===== config.mk =====
export PLATFORM = sky130hd
export DESIGN_NAME = pc_fetch_unit_flat
export DESIGN_NICKNAME = d
export VERILOG_FILES = /design/src/rtl/pc_fetch_unit_if.sv /design/src/rtl/pc_fetch_unit.sv /design/src/flat_wrapper.sv
export SDC_FILE = /design/constraint.sdc
export NUM_CORES = 1
export LEC_CHECK = 0
export ABC_AREA = 1
export BUFFER_PORTS_ARGS = -buffer_cell sky130_fd_sc_hd__clkbuf_2
export CAP_MARGIN = 20
export CORE_AREA = 3 3 140 142
export CTS_CLUSTER_DIAMETER = 60
export DETAILED_ROUTE_END_ITERATION = 10
export DIE_AREA = 0 0 143 145
export PLACE_DENSITY_LB_ADDON = 0.12
export SLEW_MARGIN = 15
export SYNTH_ARGS = -nofsm -noshare
export SYNTH_HDL_FRONTEND = slang
export SYNTH_SLANG_ARGS = --single-unit

===== constraint.sdc =====
create_clock -name clk -period 2.09 [get_ports clk]
set_input_delay 0.5225 -clock clk [delete_from_list [all_inputs] [get_ports clk]]
set_output_delay 0.5225 -clock clk [all_outputs]
set_load 0.01 [all_outputs]

===== src/rtl/pc_fetch_unit_if.sv =====
// pc_fetch_unit_if: instruction-memory fetch port of the fetch unit.
//
// Signals
//   imem_addr   fetch address driven by the fetch unit (always equals pc)
//   imem_rdata  instruction word at imem_addr, returned combinationally
//               in the same cycle
//
// Modports
//   master  fetch unit side: drives imem_addr, reads imem_rdata
//   slave   memory side:     reads imem_addr, drives imem_rdata
//
// Protocol: there is no valid/ready handshake on this port. The memory
// must return the word for the current imem_addr within the same cycle;
// the fetch unit captures it on the next rising clock edge unless it is
// stalled or redirected.
interface pc_fetch_unit_if;
    logic [31:0] imem_addr;
    logic [31:0] imem_rdata;

    modport master (output imem_addr, input  imem_rdata);
    modport slave  (input  imem_addr, output imem_rdata);
endinterface


===== src/rtl/pc_fetch_unit.sv =====
// pc_fetch_unit: program counter plus IF/ID pipeline register for a
// five-stage MIPS-style pipeline.
//
// Parameters
//   RESET_PC  PC value loaded on reset
//   NOP_WORD  instruction word placed in IF/ID whenever a bubble is inserted
//
// Ports
//   clk               rising-edge clock
//   reset             synchronous, active-low reset
//   imem              pc_fetch_unit_if.master (imem_addr out, imem_rdata in)
//   stall             load-use hold from the hazard unit
//   id_pcsrc          PCSrc for id_instr: 00 seq, 01 branch, 10 j/jal, 11 jr/jalr
//   id_rs_val         forwarded rs value used by jr/jalr
//   ex_branch_type    EX branch kind: 1 beq, 2 bne, 3 blez, 4 bgtz, 5 bltz
//   ex_rs_val/ex_rt_val  forwarded EX operands
//   ex_branch_target  EX branch target address
//   pc                current fetch PC
//   id_instr, id_pc_plus4, id_valid  IF/ID register contents
//   branch_taken, flush_id_ex        EX branch resolved taken (combinational)
//   perf_stall_cnt, perf_flush_cnt   performance counters
//
// Configuration
//   FETCH_PERF_CNT_EN  when defined, the two performance counters are
//                      implemented; otherwise both outputs are tied to 0.
//
// Next-state priority: reset > EX branch taken > stall > ID jump > sequential.
module pc_fetch_unit #(
    parameter logic [31:0] RESET_PC = 32'h0000_0000,
    parameter logic [31:0] NOP_WORD = 32'h0000_0000
) (
    input  logic                   clk,
    input  logic                   reset,
    pc_fetch_unit_if.master        imem,
    input  logic                   stall,
    input  logic [1:0]             id_pcsrc,
    input  logic [31:0]            id_rs_val,
    input  logic [2:0]             ex_branch_type,
    input  logic [31:0]            ex_rs_val,
    input  logic [31:0]            ex_rt_val,
    input  logic [31:0]            ex_branch_target,
    output logic [31:0]            pc,
    output logic [31:0]            id_instr,
    output logic [31:0]            id_pc_plus4,
    output logic                   id_valid,
    output logic                   branch_taken,
    output logic                   flush_id_ex,
    output logic [31:0]            perf_stall_cnt,
    output logic [31:0]            perf_flush_cnt
);

    localparam logic [1:0] PCSRC_J  = 2'b10;
    localparam logic [1:0] PCSRC_JR = 2'b11;

    logic [31:0] pc_q, pc_d;
    logic [31:0] id_instr_q, id_instr_d;
    logic [31:0] id_pc_plus4_q, id_pc_plus4_d;
    logic        id_valid_q, id_valid_d;
    logic [31:0] pc_plus4;
    logic        taken;

    assign pc_plus4 = pc_q + 32'd4;   // wraps naturally at 2^32

    // EX-stage branch resolution, signed comparisons.
    always_comb begin
        taken = 1'b0;
        case (ex_branch_type)
            3'd1:    taken = (ex_rs_val == ex_rt_val);
            3'd2:    taken = (ex_rs_val != ex_rt_val);
            3'd3:    taken = ($signed(ex_rs_val) <= 32'sd0);
            3'd4:    taken = ($signed(ex_rs_val) >  32'sd0);
            3'd5:    taken = ($signed(ex_rs_val) <  32'sd0);
            default: taken = 1'b0;
        endcase
    end

    // Next-state for PC and IF/ID.
    always_comb begin
        pc_d          = pc_q;
        id_instr_d    = id_instr_q;
        id_pc_plus4_d = id_pc_plus4_q;
        id_valid_d    = id_valid_q;
        if (taken) begin
            // A taken branch squashes IF/ID even while the hazard unit stalls.
            pc_d          = ex_branch_target;
            id_instr_d    = NOP_WORD;
            id_pc_plus4_d = 32'd0;
            id_valid_d    = 1'b0;
        end else if (stall) begin
            // hold everything
        end else if (id_valid_q && (id_pcsrc == PCSRC_J)) begin
            pc_d          = {id_pc_plus4_q[31:28], id_instr_q[25:0], 2'b00};
            id_instr_d    = NOP_WORD;
            id_pc_plus4_d = 32'd0;
            id_valid_d    = 1'b0;
        end else if (id_valid_q && (id_pcsrc == PCSRC_JR)) begin
            pc_d          = id_rs_val & ~32'd3;   // force word alignment
            id_instr_d    = NOP_WORD;
            id_pc_plus4_d = 32'd0;
            id_valid_d    = 1'b0;
        end else begin
            pc_d          = pc_plus4;
            id_instr_d    = imem.imem_rdata;
            id_pc_plus4_d = pc_plus4;
            id_valid_d    = 1'b1;
        end
    end

    always_ff @(posedge clk) begin
        if (!reset) begin
            pc_q          <= RESET_PC;
            id_instr_q    <= NOP_WORD;
            id_pc_plus4_q <= 32'd0;
            id_valid_q    <= 1'b0;
        end else begin
            pc_q          <= pc_d;
            id_instr_q    <= id_instr_d;
            id_pc_plus4_q <= id_pc_plus4_d;
            id_valid_q    <= id_valid_d;
        end
    end

`ifdef FETCH_PERF_CNT_EN
    logic [31:0] perf_stall_cnt_q, perf_stall_cnt_d;
    logic [31:0] perf_flush_cnt_q, perf_flush_cnt_d;
    logic        bubble;

    // A bubble is inserted by a taken branch or by an unstalled ID jump.
    assign bubble = taken || (!stall && id_valid_q && id_pcsrc[1]);

    always_comb begin
        perf_stall_cnt_d = perf_stall_cnt_q;
        perf_flush_cnt_d = perf_flush_cnt_q;
        if (stall && !taken) perf_stall_cnt_d = perf_stall_cnt_q + 32'd1;
        if (bubble)          perf_flush_cnt_d = perf_flush_cnt_q + 32'd1;
    end

    always_ff @(posedge clk) begin
        if (!reset) begin
            perf_stall_cnt_q <= 32'd0;
            perf_flush_cnt_q <= 32'd0;
        end else begin
            perf_stall_cnt_q <= perf_stall_cnt_d;
            perf_flush_cnt_q <= perf_flush_cnt_d;
        end
    end

    assign perf_stall_cnt = perf_stall_cnt_q;
    assign perf_flush_cnt = perf_flush_cnt_q;
`else
    assign perf_stall_cnt = 32'd0;
    assign perf_flush_cnt = 32'd0;
`endif

    assign imem.imem_addr = pc_q;
    assign pc             = pc_q;
    assign id_instr       = id_instr_q;
    assign id_pc_plus4    = id_pc_plus4_q;
    assign id_valid       = id_valid_q;
    assign branch_taken   = taken;
    assign flush_id_ex    = taken;

endmodule


===== src/flat_wrapper.sv =====
// flat-port wrapper written by rule: the top's interface ports become plain ports
module pc_fetch_unit_flat 
#(
    parameter logic [31:0] RESET_PC = 32'h0000_0000,
    parameter logic [31:0] NOP_WORD = 32'h0000_0000
)
  (clk, reset, stall, id_pcsrc, id_rs_val, ex_branch_type, ex_rs_val, ex_rt_val, ex_branch_target, pc, id_instr, id_pc_plus4, id_valid, branch_taken, flush_id_ex, perf_stall_cnt, perf_flush_cnt, imem_imem_addr, imem_imem_rdata);
  pc_fetch_unit_if imem_i ();
  input  logic clk;
  input  logic reset;
  input  logic stall;
  input  logic [1:0] id_pcsrc;
  input  logic [31:0] id_rs_val;
  input  logic [2:0] ex_branch_type;
  input  logic [31:0] ex_rs_val;
  input  logic [31:0] ex_rt_val;
  input  logic [31:0] ex_branch_target;
  output logic [31:0] pc;
  output logic [31:0] id_instr;
  output logic [31:0] id_pc_plus4;
  output logic id_valid;
  output logic branch_taken;
  output logic flush_id_ex;
  output logic [31:0] perf_stall_cnt;
  output logic [31:0] perf_flush_cnt;
  output wire logic [$bits(imem_i.imem_addr)-1:0] imem_imem_addr;
  input wire logic [$bits(imem_i.imem_rdata)-1:0] imem_imem_rdata;
  assign imem_imem_addr = imem_i.imem_addr;
  assign imem_i.imem_rdata = imem_imem_rdata;
  pc_fetch_unit #(.RESET_PC(RESET_PC), .NOP_WORD(NOP_WORD)) u_core (.clk(clk), .reset(reset), .imem(imem_i), .stall(stall), .id_pcsrc(id_pcsrc), .id_rs_val(id_rs_val), .ex_branch_type(ex_branch_type), .ex_rs_val(ex_rs_val), .ex_rt_val(ex_rt_val), .ex_branch_target(ex_branch_target), .pc(pc), .id_instr(id_instr), .id_pc_plus4(id_pc_plus4), .id_valid(id_valid), .branch_taken(branch_taken), .flush_id_ex(flush_id_ex), .perf_stall_cnt(perf_stall_cnt), .perf_flush_cnt(perf_flush_cnt));
endmodule

**Yosys cells after proc, flatten, opt, wreduce, memory -nomap -nowiden**

Cells that the tools add are included.

- Register bits after elaboration: 97

- Add/subtract/negate cells: 1
- $lt $le $gt $ge: 3
- Eq/ne operators: 10
- Mux-type cells: 11
- Bitwise logic cells: 1
- Reduce and logical (&&, ||, !) cells: 3

Operators by type and width:

| operator | number |
|---|---|
| $mux W32 | 8 |
| $add A32 B3 Y32 const B | 1 |
| $eq A32 B32 Y1 | 1 |
| $gt A32 B1 Y1 const B | 1 |
| $le A32 B1 Y1 const B | 1 |
| $lt A32 B1 Y1 const B | 1 |
| $ne A32 B32 Y1 | 1 |
| $eq A3 B2 Y1 const B | 2 |
| $eq A3 B3 Y1 const B | 2 |
| $pmux W1 S5 | 1 |
| $eq A2 B2 Y1 const B | 2 |
| $eq A3 B1 Y1 const B | 1 |
| $logic_and A1 B1 Y1 | 2 |
| $mux W1 | 2 |
| $ne A2 B1 Y1 const B | 1 |
| $reduce_or A2 Y1 | 1 |
| $not A1 Y1 | 1 |

**Depth between registers and ports, before layout**

Gate-level depths: netlist of run 1.

- Depth after elaboration: 6
- Depth in mapped cells: 17
- Mapped depth without buffers: 16

**Least setup slack after synthesis of run 1**

OpenSTA, ideal clock, no wires.

- Kind: input-to-output
- From: input ex_rs_val[0]
- To: output flush_id_ex
- Arrival: 1.598 ns
- Data required time: 1.567 ns
- Slack: -0.031 ns
- Stages: 10
- Path buffers: 2
- Cell sequence: xnor2_1 -> nand2_1 -> nor2_1 -> nand2_1 -> nor2_1 -> nand3_1 -> nand2_4 -> nand2_4 -> buf_6 -> buf_4

- Word-level cells in the longest chain between the ends: 2
- Elaborated cells on any way between the ends: 6
- Classes of those cells: order compare: 3; eq/ne: 2; mux: 1

Ends and longest elaborated chain:

| what | RTL line | RTL |
|---|---|---|
| start, declared | flat_wrapper.sv:15 | `input logic [31:0] ex_rs_val;` |
| $lt A32 B1 Y1 (tied with other cells) | pc_fetch_unit.sv:72 | `3'd5: taken = ($signed(ex_rs_val) < 32'sd0);` |
| $pmux W1 S5 * | pc_fetch_unit.sv:67 | `case (ex_branch_type)` |
| end, declared | flat_wrapper.sv:23 | `output logic flush_id_ex;` |

Every way passes the cells marked *; elsewhere a longest branch is shown, timed or not.

**Worst setup path after layout of run 1**

- From: input ex_rs_val[27]
- To: output branch_taken

- Word-level cells in the longest chain between the ends: 2
- Elaborated cells on any way between the ends: 6
- Classes of those cells: order compare: 3; eq/ne: 2; mux: 1

Ends and longest elaborated chain:

| what | RTL line | RTL |
|---|---|---|
| $lt A32 B1 Y1 (tied with other cells) | pc_fetch_unit.sv:72 |  |
| $pmux W1 S5 * | pc_fetch_unit.sv:67 |  |
| end, declared | flat_wrapper.sv:22 | `output logic branch_taken;` |

Marked as above.

==> flow_summary.ini, run 1 <==
[detailed_routing]
drt_iter0_markers = 502
finalWirelength_mm = 26.23
drc = 0
via_per_inst = 4.680
dr.pass1.iters = 8
postRouteAntennaNets = 0
route.vias.total = 7581
routedWlPerCell_um = 16.19

[worst_setup_path]
crit_type = input port to output port
worstPathMaxFanout = 7
cp_slowest_cell = nor2_2
cp.required_ns = 1.57
arrival_ns = 1.69
cp_slowest_stage_delay_ns = 0.18
start_kind = input port
cp_cell_sequence = clkbuf_2, xnor2_1, nand2_1, nor2_2, nand2_1, nor2_2, nand3_2, nand2_4, nand2_8, buf_6
endpoint_kind = output port

[timing]
skew_ns = 0.007520
worst_slack_ns = -0.1248
hold_viol = 0
setup_viol = 28
min_period_ns = 2.215
rsz0062_at_grt = yes
whs_ns = 0.3887
max_freq_ghz = 0.4515
drv_slew = 0
min_period_over_period_pct = 106.0

[finish]
fillCellCount = 1996
seqCellArea_um2 = 1946
final_cells = 1620
area_growth_pct = 37.55
multi_input_area_um2 = 4269
drive_gt1_share_pct = 37.47
final_nets = 1549
final_cell_area_um2 = 9464

[logic_synthesis]
synth_top_area_cell = dfxtp_1
yosysUniqueCellTypes = 32
synth_top_area_share_pct = 28.22
synth.avg_cell_area_um2 = 6.353
async_reset_ff_share_pct = 0
synth_edf_count = 0
synth_ff_type = dfxtp_1
seq_area_frac_synth_pct = 28.22
synth_area_um2 = 6880
yosysMostFrequentCell = nand2_1
yosys-top-cells-count = nand2_1 (346), nor2_1 (184), buf_4 (101)
synth.ff_latch_count = 97
ys_warn_count = 0
yosys-top-cells-area = dfxtp_1 (28%), nand2_1 (19%), buf_4 (11%), nor2_1 (10%), a21oi_2 (5.7%)
postSynthCellCount = 1083

[global_route]
grt_antenna_before_repair = 2
grt_max_degree = 31
grt_pass1_vias = 6997
track_usage_pct = 23.90
grt_overflow = 0
grt_pass1_wl_mm = 38.55

[clock_network]
cts_tree = yes
cts_root_buf = clkbuf_16
cts_buffers = 9
hold_buffers = 0
insertion_delay_ns = 0.36
clockBufferDepth = 2
clock-sinks = 97
h-tree-depth = 3
clk_pin_slew_ns = 0.08

[hold_path]
hp-class = input port to flip-flop

[floorplan]
coreArea_um2 = 18580
io_pins = 363
initial_utilization_pct = 37.03
die_h_um = 145
fp.dieArea_um2 = 20740
die_x_um = 143
num_rows = 50

[power]
ir_worst_vdd_uv = 387.2
power_density_nw_per_um2 = 542.1
leakage_nw = 4.445
power.total_mw = 5.130

[status]
violations = negative setup slack
outcome = complete, but fails checks

[placed_design]
dpl.hpwl_mm = 20.51
place_area_um2 = 8461
port_buffers = 296
gp_congestion = 0.8876
dp_cells = 1588

[job]
drv_cap = 0
## what timing repair did
action                                  CTS  global route
gates resized for setup                   3           170
setup buffers                             2             5
cloned                                    0             8
endpoints found under the setup margin    2            95
hold endpoints to repair                  0             0
pin swaps                                 9            56
## flip-flops by register name (all words and copies together), names as in the netlist
| signal | flops |
|---|---|
| u_core.imem.imem_addr | 32 |
| u_core.id_valid | 1 |
| u_core.id_instr | 32 |
| u_core.id_pc_plus4 | 32 |
## kinds of logic after synthesis
logic type / count (synthesis) / share of synthesized area [%]
AOI/OAI and AO/OA: 124 / 13.04
xor gates and xnor gates: 30 / 3.819
adders and majority gates: 1 / 0.1818
buffers and inverters: 218 / 18.86
DFF: 97 / 28.22
other: 1 / 0.05450
and+or+nand+nor: 612 / 35.82
## per-layer routing
metal | share of wire [%] | GRT usage (%)
met1 | 42 | 31.71
met2 | 49 | 39.38
met3 | 7.1 | 5.274
met4 | 1.9 | 5.703
met5 | 0.046 | 0
## worst max-delay path, delay by kind of cell
family | cells | cell delay, ns
xor+xnor | 1 | 0.16
buf+inv | 2 | 0.23
simple gates | 7 | 0.77
## cell type report
type                            count  area share, %
Antenna cell                        1        0.02644
Clock buffer                        9          2.380
Clock inverter                      7         0.6742
Inverter                           77          3.080
Multi-Input combinational cell    832          45.11
Sequential cell                    97          20.56
Tap cell                          234          3.094
Timing Repair Buffer              363          25.08
## placed cells by master (no fill, tap or decap), drive strengths merged
master	netlist	layout
nand3b	5	5
ha	1	1
dfxtp	97	97
a21oi	70	70
xnor2	21	21
clkinvlp	0	2
o21ai	9	9
o22a	1	1
buf	122	88
diode	0	1
nand2	350	350
nor3	2	2
inv	77	80
clkinv	0	2
conb	1	64
a211oi	2	2
a22oi	37	37
clkbuf	19	284
xor2	9	9
nand3	65	66
a31oi	4	4
o22ai	1	1
nor2	185	185
nand4	5	5
## metrics by stage
| stage | TNS, ns | worst slack (ns) | utilization [%] |
|---|---|---|---|
| 6_report | -0.8040 | -0.1248 | 50.94 |
| 3_5_place_dp | -13.01 | -0.2154 | 45.54 |
| 3_3_place_gp | -11.42 | -0.1887 | 45.54 |
| 5_1_grt | -5.542 | -0.2071 | 50.94 |
| 2_1_floorplan | -0.002058 | -0.002058 | - |
| 4_1_cts | -0.2855 | -0.1428 | 47.25 |
## path summary, 6_finish.rpt
| check | slack (ns) | cells past startpoint | start | endpoint |
|---|---|---|---|---|
| worst max-delay path | -0.12 | 10 | ex_rs_val[27] | branch_taken |
| worst min-delay path | 0.39 | 3 | imem_imem_rdata[3] | u_core.id_instr[3] |
| worst max register to register | 0.15 | 12 | u_core.imem.imem_addr[3] | u_core.imem.imem_addr[18] |
| worst min register to register | 0.47 | 2 | u_core.id_pc_plus4[17] | u_core.id_pc_plus4[17] |
## power breakdown
group / leakage, nW / internal (mW) / switching (mW)
Combinational: 3.52 / 0.607 / 0.823
Sequential: 0.792 / 1.94 / 0.0981
Clock: 0.136 / 0.834 / 0.827
(Power assumes the default switching activity.)
==> run 2, diff against run 1 <==
Settings changed: PLACE_DENSITY_LB_ADDON 0.12 to 0.3.
==> run 2 against run 1 <==
Effect of this change:
- the flow still finishes with violations (negative setup slack)
- non-clock buffer count fell by 22
- first-iteration DRC count decreased by 24%
- largest cell class unchanged
- clock power increased by 4%
==> flow_summary.ini, run 2 (synthesized netlist as in run 1, its figures left out) <==
[status]
outcome = complete, but fails checks
violations = negative setup slack

[placed_design]
dpl.hpwl_mm = 20.31
gp_congestion = 0.8896
port_buffers = 296
dp_worst_setup_slack_ns = -0.1293
dp_cells = 1574

[global_route]
grt_pass1_vias = 7015
grt_max_degree = 42
track_usage_pct = 23.60
grt_antenna_before_repair = 0
grt_overflow = 0
grt_pass1_wl_mm = 38.41

[power]
power_density_nw_per_um2 = 570.0
power.total_mw = 5.027
leakage_nw = 4.244
ir_worst_vdd_uv = 449.9

[clock_network]
cts_tree = yes
clk_pin_slew_ns = 0.08
cts_root_buf = clkbuf_16
clockBufferDepth = 2
insertion_delay_ns = 0.36
clock-sinks = 97
cts_buffers = 9
hold_buffers = 0
h-tree-depth = 3

[detailed_routing]
via_per_inst = 4.643
drt_iter0_markers = 383
postRouteAntennaNets = 0
dr.pass1.iters = 5
drc = 0
routedWlPerCell_um = 15.79
finalWirelength_mm = 25.21
route.vias.total = 7411

[worst_setup_path]
cp_cell_sequence = clkbuf_2, xnor2_2, nand2_1, nor2_2, nand2_2, nor2_4, nand3_2, nand2_4, nand2_4, buf_6
endpoint_kind = output port
start_kind = input port
r2r_slack_ns = 0.19
worstPathMaxFanout = 3
cp.required_ns = 1.57
arrival_ns = 1.61
cp_slowest_cell = xnor2_2
crit_type = input port to output port
cp_slowest_stage_delay_ns = 0.16
crit_top_cell = nand2_4

[finish]
mostFrequentLayoutCells = nand2_1 (343), clkbuf_2 (287), nor2_1 (171)
drive_gt1_share_pct = 32.60
n_antenna_cell = 0
final_nets = 1526
final_common_cell = nand2_1
fin_util_pct = 47.46
final_cells = 1596
area_growth_pct = 28.17

[timing]
min_period_ns = 2.131
setup_viol = 2
hold_viol = 0
setup_tns_ns = -0.08241
drv_slew = 0
rsz0062_at_grt = yes
min_period_over_period_pct = 102.0
worst_slack_ns = -0.04144
skew_ns = 0.01340
max_freq_ghz = 0.4692

[floorplan]
coreArea_um2 = 18580
fp.dieArea_um2 = 20740
io_pins = 363
num_rows = 50
initial_utilization_pct = 37.03
die_x_um = 143
die_h_um = 145

[job]
drv_cap = 0

[hold_path]
hp-class = input port to flip-flop
==> run 2: changes by cell type in the layout (fill, tap and decap cells not counted), sizes merged <==
cell,before,now
buf,88,54
clkbuf,284,296
clkinv,2,4
clkinvlp,2,0
diode,1,0
nand3,66,65
==> run 2: layout make-up <==
class	instances	area, um^2
Inverter	77	291.5
Timing Repair Buffer	341	1981
Tap cell	234	292.8
Fill cell	2008	9762
Sequential cell	97	1942
Multi-Input combinational cell	831	4005
Clock inverter	7	81.33
Clock buffer	9	225.2
==> run 2: critical path, delay by kind of cell <==
| family | cells | cell delay [ns] |
|---|---|---|
| and+or+nand+nor | 7 | 0.71 |
| buffers and inverters | 2 | 0.22 |
| xor gates and xnor gates | 1 | 0.16 |
==> run 2: power breakdown <==
part / total, mW / internal, mW / switching (mW)
logic: 1.25 / 0.510 / 0.739
clock network: 1.73 / 0.856 / 0.876
registers: 2.05 / 1.94 / 0.106
==> run 2: layer usage <==
layer | vias to the layer above | GRT usage [%] | wire (um)
li1 | 3805 | - | -
met1 | 3286 | 29.53 | 10370
met2 | 288 | 40.01 | 12370
met3 | 32 | 5.801 | 1973
met4 | 0 | 6.702 | 491
met5 | - | 0 | 0
==> run 2: path summary, 6_finish.rpt <==
check	startpoint	cells past startpoint	to
hold reg to reg	u_core.id_pc_plus4[10]	2	u_core.id_pc_plus4[10]
hold / removal	ex_branch_target[0]	3	u_core.imem.imem_addr[0]
setup reg to reg	u_core.imem.imem_addr[11]	12	u_core.imem.imem_addr[21]
setup / recovery	ex_rt_val[7]	10	branch_taken
==> run 2: timing repair <==
item                       4_1_cts  5_1_grt
gates resized for setup          7       37
hold endpoints to repair         0        0
setup buffers                    2        4
setup endpoints to repair        2       32
pin swaps                        8       25
==> run 2: per-stage QoR <==
stage,area [um^2],hold WS (ns)
2_1_floorplan,7151,0.4925
3_3_place_gp,8330,0.4574
3_5_place_dp,8330,0.4585
4_1_cts,8675,0.3751
5_1_grt,8818,0.3867
6_report,8818,0.3854
==> run 3, diff against run 2 <==
Settings changed: CORE_AREA 3 3 140 142 to 2 2 139 141, DIE_AREA 0 0 143 145 to 0 0 141 143.
==> run 3 against run 2 <==
Effect of this change:
- the flow still finishes with violations (negative setup slack)
- critical path type unchanged
- largest cell class unchanged
- die area decreased by 2.8%
- first-iteration DRC count increased by 25%
- register-to-register slack about the same
==> flow_summary.ini, run 3 (synthesized netlist as in run 1, its figures left out) <==
[timing]
hold_viol = 0
min_period_over_period_pct = 101.9
whs_ns = 0.3880
setup_viol = 2
rsz0062_at_grt = yes
min_period_ns = 2.131
setup_tns_ns = -0.07820
max_freq_ghz = 0.4693
worst_slack_ns = -0.04065
skew_ns = 0.01705
drv_slew = 0

[finish]
fillCellCount = 1966
mostFrequentLayoutCells = nand2_1 (345), clkbuf_2 (289), nor2_1 (174)
final_common_cell = nand2_1
final_nets = 1524
fin_util_pct = 47.36
n_antenna_cell = 0
area_growth_pct = 27.90
drive_gt1_share_pct = 32.43

[floorplan]
die_h_um = 143
num_rows = 50
io_pins = 363
fp.dieArea_um2 = 20160
coreArea_um2 = 18580
die_x_um = 141
initial_utilization_pct = 37.03

[clock_network]
insertion_delay_ns = 0.37
cts_tree = yes
cts_root_buf = clkbuf_16
h-tree-depth = 3
clock-sinks = 97
clk_pin_slew_ns = 0.08
clockBufferDepth = 2
cts_buffers = 9

[global_route]
grt_pass1_vias = 6894
grt_antenna_before_repair = 0
track_usage_pct = 23.38
grt_max_degree = 36
grt_pass1_wl_mm = 36.72
grt_overflow = 0

[detailed_routing]
dr.pass1.iters = 5
route.vias.total = 7473
routedWlPerCell_um = 15.47
finalWirelength_mm = 24.66
drc = 0
via_per_inst = 4.688
postRouteAntennaNets = 0
drt_iter0_markers = 480

[placed_design]
port_buffers = 296
gp_congestion = 0.8897
dpl.hpwl_mm = 19.80

[worst_setup_path]
crit_top_cell = nand2_1
cp_slowest_stage_delay_ns = 0.15
critPathTopFamily = simple AND/OR/NAND/NOR gates
crit_type = input port to output port
cp_cell_sequence = clkbuf_2, xnor2_2, nand2_1, nor2_1, nand2_1, nor2_2, nand3_2, nand2_2, inv_4, nand2_4, buf_6
endpoint_kind = output port
cp_slowest_cell = nor2_2
worstPathMaxFanout = 3
cp.required_ns = 1.57
cp_num_buf_inv = 3
start_kind = input port
arrival_ns = 1.61

[power]
power_density_nw_per_um2 = 566.6
ir_worst_vdd_uv = 420.0
leakage_nw = 4.249

[status]
outcome = complete, but fails checks
violations = negative setup slack

[hold_path]
hp-class = input port to flip-flop

[job]
drv_cap = 0
run 3: cell types whose count changed in the layout (fill, tap and decap cells not counted), moves of 3 or more:
cell     previous run  this run
dfxtp_1            97        93
dfxtp_2             0         4
nor2_1            171       174
buf_4              38        34
run 3: cell type report:
cell class                      instances  area [um^2]  area share [%]
Clock buffer                           11        242.7           2.758
Clock inverter                          5        46.29          0.5261
Tap cell                              234        292.8           3.327
Sequential cell                        97         1947           22.12
Inverter                               77        291.5           3.313
Multi-Input combinational cell        831         4003           45.49
Timing Repair Buffer                  339         1977           22.47
run 3: stage by stage:
stage / cell area (um^2) / total power, mW / instances / setup WS [ns]
floorplan: 7151 / 2.897 / 1146 / -0.002058
global placement: 8323 / 3.282 / 1573 / -0.1227
detailed placement: 8323 / 3.295 / 1573 / -0.1561
CTS: 8661 / 4.975 / 1590 / -0.06662
global route: 8800 / 5.225 / 1594 / -0.1668
finish: 8800 / 4.986 / 1594 / -0.04065
run 3: worst min-delay path: stages:
cell and delay, ns:
clkbuf_2 0.08, nand2_1 0.05, a21oi_1 0.05
run 3: repair_timing:
action / in CTS / in global routing
hold buffers: 0 / 0
setup buffers: 1 / 4
setup endpoints to repair: 2 / 26
gates cloned: 0 / 1
pin swaps: 16 / 14
gates resized for setup: 9 / 27
endpoints found under the hold margin: 0 / 0
run 3: layer usage:
metal	share of wire, %	GRT usage [%]
met3	7.8	5.433
met5	0	0
met2	49	40.59
met4	2.0	6.105
met1	41	29.28
run 3: final timing paths:
check                                               from                   endpoint  slack [ns]  cells after the start
worst max-delay path                        ex_rs_val[2]                flush_id_ex       -0.04                     11
worst min-delay path                 imem_imem_rdata[22]        u_core.id_instr[22]        0.39                      3
worst max register to register  u_core.imem.imem_addr[3]  u_core.imem.imem_addr[22]        0.18                     14
worst min register to register    u_core.id_pc_plus4[10]     u_core.id_pc_plus4[10]        0.47                      2
run 3: power by group:
group	total (mW)	switching [mW]	internal (mW)	leakage [nW]
clock	1.69	0.823	0.866	0.143
sequential	2.05	0.105	1.94	0.793
combinational	1.25	0.738	0.511	3.31
